==> src/rtl/multicycle_sequencer.sv <==
// multicycle_sequencer: multi-cycle CPU control FSM with memory wait timeout, halt and fault handling
module multicycle_sequencer #(
  parameter int MemTimeout = 16,
  parameter int dataW = 32
) (
  input  logic             clk,
  input  logic             reset,
  input  logic             ImemReady,
  input  logic             DmemReady,
  input  logic             RegWriteControl,
  input  logic             RAMRead,
  input  logic             RAMWriteControl,
  input  logic             TestBranch,
  input  logic             AlwaysBranch,
  input  logic             BranchTaken,
  input  logic             Halt,
  output logic             ImemReq,
  output logic             IRLoad,
  output logic             DmemReq,
  output logic             DmemWrite,
  output logic             RegWriteEn,
  output logic             PCWriteEn,
  output logic             PCSelBranch,
  output logic [2:0]       Stage,
  output logic             BusError,
  output logic [dataW-1:0] InstRetired
);
  typedef enum logic [2:0] {
    FETCH = 3'd0, DECODE = 3'd1, EXECUTE = 3'd2, MEM = 3'd3,
    WRITEBACK = 3'd4, HALTED = 3'd5, FAULT = 3'd7
  } stateT;
  localparam int cntW = $clog2(MemTimeout + 1);
  stateT state, nextState;
  logic [cntW-1:0] waitCnt;
  logic ready, timedOut, waiting;
  always_comb begin
    ready = (state == MEM) ? DmemReady : ImemReady;
    timedOut = !ready && (waitCnt == cntW'(MemTimeout - 1));
    waiting = (state == FETCH || state == MEM) && !ready;
    nextState = FAULT;
    unique case (state)
      FETCH:     nextState = ImemReady ? DECODE : timedOut ? FAULT : FETCH;
      DECODE:    nextState = EXECUTE;
      EXECUTE:   nextState = (RAMRead || RAMWriteControl) ? MEM : WRITEBACK;
      MEM:       nextState = DmemReady ? WRITEBACK : timedOut ? FAULT : MEM;
      WRITEBACK: nextState = Halt ? HALTED : FETCH;
      HALTED:    nextState = Halt ? HALTED : FETCH;
      default:   nextState = FAULT;
    endcase
  end
  always_ff @(posedge clk) begin
    if (reset) begin
      state <= FETCH;
      waitCnt <= '0;
      InstRetired <= '0;
    end else begin
      state <= nextState;
      waitCnt <= (waiting && nextState == state) ? waitCnt + cntW'(1) : '0;
      if (state == WRITEBACK) InstRetired <= InstRetired + dataW'(1);
    end
  end
  // strobes are forced low while reset is held, even before the state register clears
  assign ImemReq = !reset && state == FETCH;
  assign IRLoad = ImemReq && ImemReady;
  assign DmemReq = !reset && state == MEM;
  assign DmemWrite = DmemReq && RAMWriteControl;
  assign PCWriteEn = !reset && state == WRITEBACK;
  assign RegWriteEn = PCWriteEn && RegWriteControl;
  assign PCSelBranch = PCWriteEn && (AlwaysBranch || (TestBranch && BranchTaken));
  assign Stage = state;
  assign BusError = state == FAULT;
endmodule

==> config.mk <==
export PLATFORM = sky130hd
export DESIGN_NAME = multicycle_sequencer
export DESIGN_NICKNAME = d
export VERILOG_FILES = /design/src/rtl/multicycle_sequencer.sv
export SDC_FILE = /design/constraint.sdc
export NUM_CORES = 1
export LEC_CHECK = 0
export CAP_MARGIN = 20
export CORE_MARGIN = 1.5
export CORE_UTILIZATION = 48
export DETAILED_ROUTE_END_ITERATION = 12
export PLACE_DENSITY = 0.76
export SLEW_MARGIN = 0
export SYNTH_ARGS = -nofsm -noshare
export SYNTH_HDL_FRONTEND = slang
export SYNTH_SLANG_ARGS = --single-unit
==> constraint.sdc <==
create_clock -name clk -period 2.5 [get_ports clk]
set_clock_uncertainty 0.1 [all_clocks]
set_input_delay 0.375 -clock clk [delete_from_list [all_inputs] [get_ports clk]]
set_output_delay 0.375 -clock clk [all_outputs]
set_load 0.005 [all_outputs]
==> results of run 1 <==
[layer usage]
metal  up-vias  share of wire
met5         -              0
met4         0          0.012
met3         5          0.057
met2        53           0.48
met1       959           0.45
li1       1028              -
[power breakdown]
group	internal (W)	switching (W)
Clock	0.000194	0.000236
Sequential	0.000644	0.00000708
Combinational	0.0000609	0.0000530
Total	0.000899	0.000296
[per-stage QoR]
step | setup slack [ns] | cell area [um^2] | util | power, W | hold slack, ns
finish | 0.188 | 2750 | 0.683 | 0.00120 | 0.344
floorplan | 0.412 | 2040 | - | 0.000723 | 0.318
detailed placement | 0.197 | 2660 | 0.660 | 0.000779 | 0.336
CTS | 0.0914 | 2750 | 0.682 | 0.00121 | 0.352
global placement | 0.206 | 2660 | 0.660 | 0.000778 | 0.326
global route | 0.0116 | 2750 | 0.683 | 0.00125 | 0.375
[final cells by class]
type / instances / share of cell area
sequential: 40 / 0.291
timing repair buffer: 62 / 0.217
clock buffer: 5 / 0.0250
clock inverter: 3 / 0.00682
inverter: 7 / 0.00955
tap: 50 / 0.0227
multi-input combinational: 191 / 0.427
[kinds of logic (layout without fill, tap and decap cells)]
family	after synthesis	after routing	synth area share
and+or+nand+nor	124	124	0.345
AOI/OAI and AO/OA	48	48	0.138
DFF	40	40	0.393
buffers and inverters	17	77	0.0313
xor gates and xnor gates	11	11	0.0473
muxes	5	5	0.0270
adders and majority gates	3	3	0.0184
[critical path, cell delays in order]
cell and delay [ns]:
clkdlybuf4s50_1 0.50, buf_4 0.20, nor2_1 0.12, and2_1 0.14, clkdlybuf4s50_1 0.50
[synthesized netlist by cell type (all sizes together), types with 3 or more instances]
library cell / instances / share of area
a21oi: 21 / 0.052
and2: 5 / 0.015
and3: 6 / 0.018
and4: 3 / 0.013
clkbuf: 10 / 0.018
dfxtp: 40 / 0.39
ha: 3 / 0.018
inv: 7 / 0.013
mux2: 4 / 0.022
nand2: 17 / 0.031
nand3: 15 / 0.037
nand4: 10 / 0.031
nor2: 23 / 0.042
nor2b: 6 / 0.018
nor3: 7 / 0.017
nor4: 5 / 0.015
o21ai: 14 / 0.034
o31ai: 7 / 0.026
or3: 11 / 0.034
or4: 11 / 0.042
xnor2: 4 / 0.017
xor2: 7 / 0.030
[flip-flops by register name, summed over array words and instances (netlist names)]
register and count:
InstRetired 32, Stage 3, waitCnt 5
[worst paths after layout]
kind,to,slack [ns],cells past startpoint
max,RegWriteEn,0.19,5
min,waitCnt[0],0.34,1
max reg2reg,InstRetired[26],0.21,5
min reg2reg,waitCnt[0],0.34,1
[what timing repair did]
action / in CTS / in global routing
setup endpoints to repair: 0 / 2
resized for setup: 0 / 1
buffers inserted: 0 / 0
hold endpoints to repair: 0 / 0
==> impl_metrics.env, run 1 <==
export IMPL_min_delay_start="waitCnt[0]"
export IMPL_synthesis_nets=262
export IMPL_worstPathRequired_ns=2.03
export IMPL_grt_overflow=0
export IMPL_tightest_slew_ns=0.437
export IMPL_cts_made_buffers=5
export IMPL_clock_path_buffers=2
export IMPL_crit_path_start="reset"
export IMPL_ctsHoldBuffers=0
export IMPL_seqCellArea_um2=801
export IMPL_status="finished, final reports clean"
export IMPL_io_buffers=53
export IMPL_die_area_mm2=0.00464
export IMPL_std_cell_rows=23
export IMPL_fin_nets=321
export IMPL_final_cell_mix="53 x clkdlybuf4s50_1, 40 x dfxtp_1, 22 x nor2_1"
export IMPL_finalHoldViolations=0
export IMPL_slew_headroom=0.708
export IMPL_initial_utilization=0.506
export IMPL_root_buffer="clkbuf_8"
export IMPL_setup_tns_ns=0
export IMPL_final_common_cell="clkdlybuf4s50_1"
export IMPL_cts_tree="built"
export IMPL_grt_pass1_vias=1922
export IMPL_synthCells=248
export IMPL_grt_max_degree=19
export IMPL_vias=2045
export IMPL_drive_gt1_frac=0.0877
export IMPL_crit_path_end_kind="output pin"
export IMPL_final_cells=358
export IMPL_use_met1=0.272
export IMPL_clock_latency_ns=0.31
export IMPL_dp_cells=350
export IMPL_arrival_ns=1.84
export IMPL_core_mm2=0.00403
export IMPL_p_per_area_mw_per_mm2=435
export IMPL_grt_usage=0.234
export IMPL_period_share=0.925
export IMPL_synth_seq_cells=40
export IMPL_path_clk_slew_ns=0.07
export IMPL_async_reset_ff_frac=0
export IMPL_fillerInstances=362
export IMPL_max_freq_mhz=433
export IMPL_first_pass_iters=4
export IMPL_io_pins=54
export IMPL_wl_per_cell_um=13.3
export IMPL_ir_drop_mv=0.260
export IMPL_areaGrowthSynthToFinish_pct=35.0
export IMPL_busiest_layer="met2"
export IMPL_rr_startpoint="InstRetired[0]"
export IMPL_antenna_cells=0
export IMPL_post_route_min_period_ns=2.31
export IMPL_hold_class="register to register"
export IMPL_dr_first_iter_drc_count=136
export IMPL_grt_util_met3=0.0773
export IMPL_p_leak_nw=0.891
export IMPL_crit_fanout=8
export IMPL_gp_congestion=0.824
export IMPL_die_w_um=68.1
export IMPL_yosysSeqAreaShare=0.393
export IMPL_synth_avg_cell_area_um2=8.21
export IMPL_antenna_found_initial=0
export IMPL_via_per_inst=5.71
export IMPL_met2_usage=0.405
export IMPL_synth_edff_count=0
export IMPL_synth_flop_cell="dfxtp_1"
export IMPL_setup_viol=0
export IMPL_die_h_um=68.1
export IMPL_drc=0
export IMPL_place_hpwl_um=3490
export IMPL_start_kind="primary input"
export IMPL_cts_max_level=2
export IMPL_grt_pass1_wl_um=8180
export IMPL_synth_warnings=0
export IMPL_rsz0062_at_grt="no"
export IMPL_multiInputGateArea_mm2=0.00117
export IMPL_maxCapViolations=0
export IMPL_cts_sinks=40
export IMPL_wirelength_um=4770
export IMPL_syn_area_mm2=0.00204
export IMPL_synth_cell_types=35
export IMPL_postRouteAntennaNets=0
export IMPL_drv_slew=0
export IMPL_path_class="primary input to output pin"
No activity file was read; power rests on OpenSTA's default activity.
==> run 2, diff against run 1 <==
--- a/config.mk
+++ b/config.mk
@@ -8,6 +8,7 @@
 export CAP_MARGIN = 20
 export CORE_MARGIN = 1.5
 export CORE_UTILIZATION = 48
+export CTS_CLUSTER_SIZE = 28
 export DETAILED_ROUTE_END_ITERATION = 12
 export PLACE_DENSITY = 0.76
 export SLEW_MARGIN = 0
==> results of run 2 <==
Final layout, timing and power as in run 1 (identical DEF).
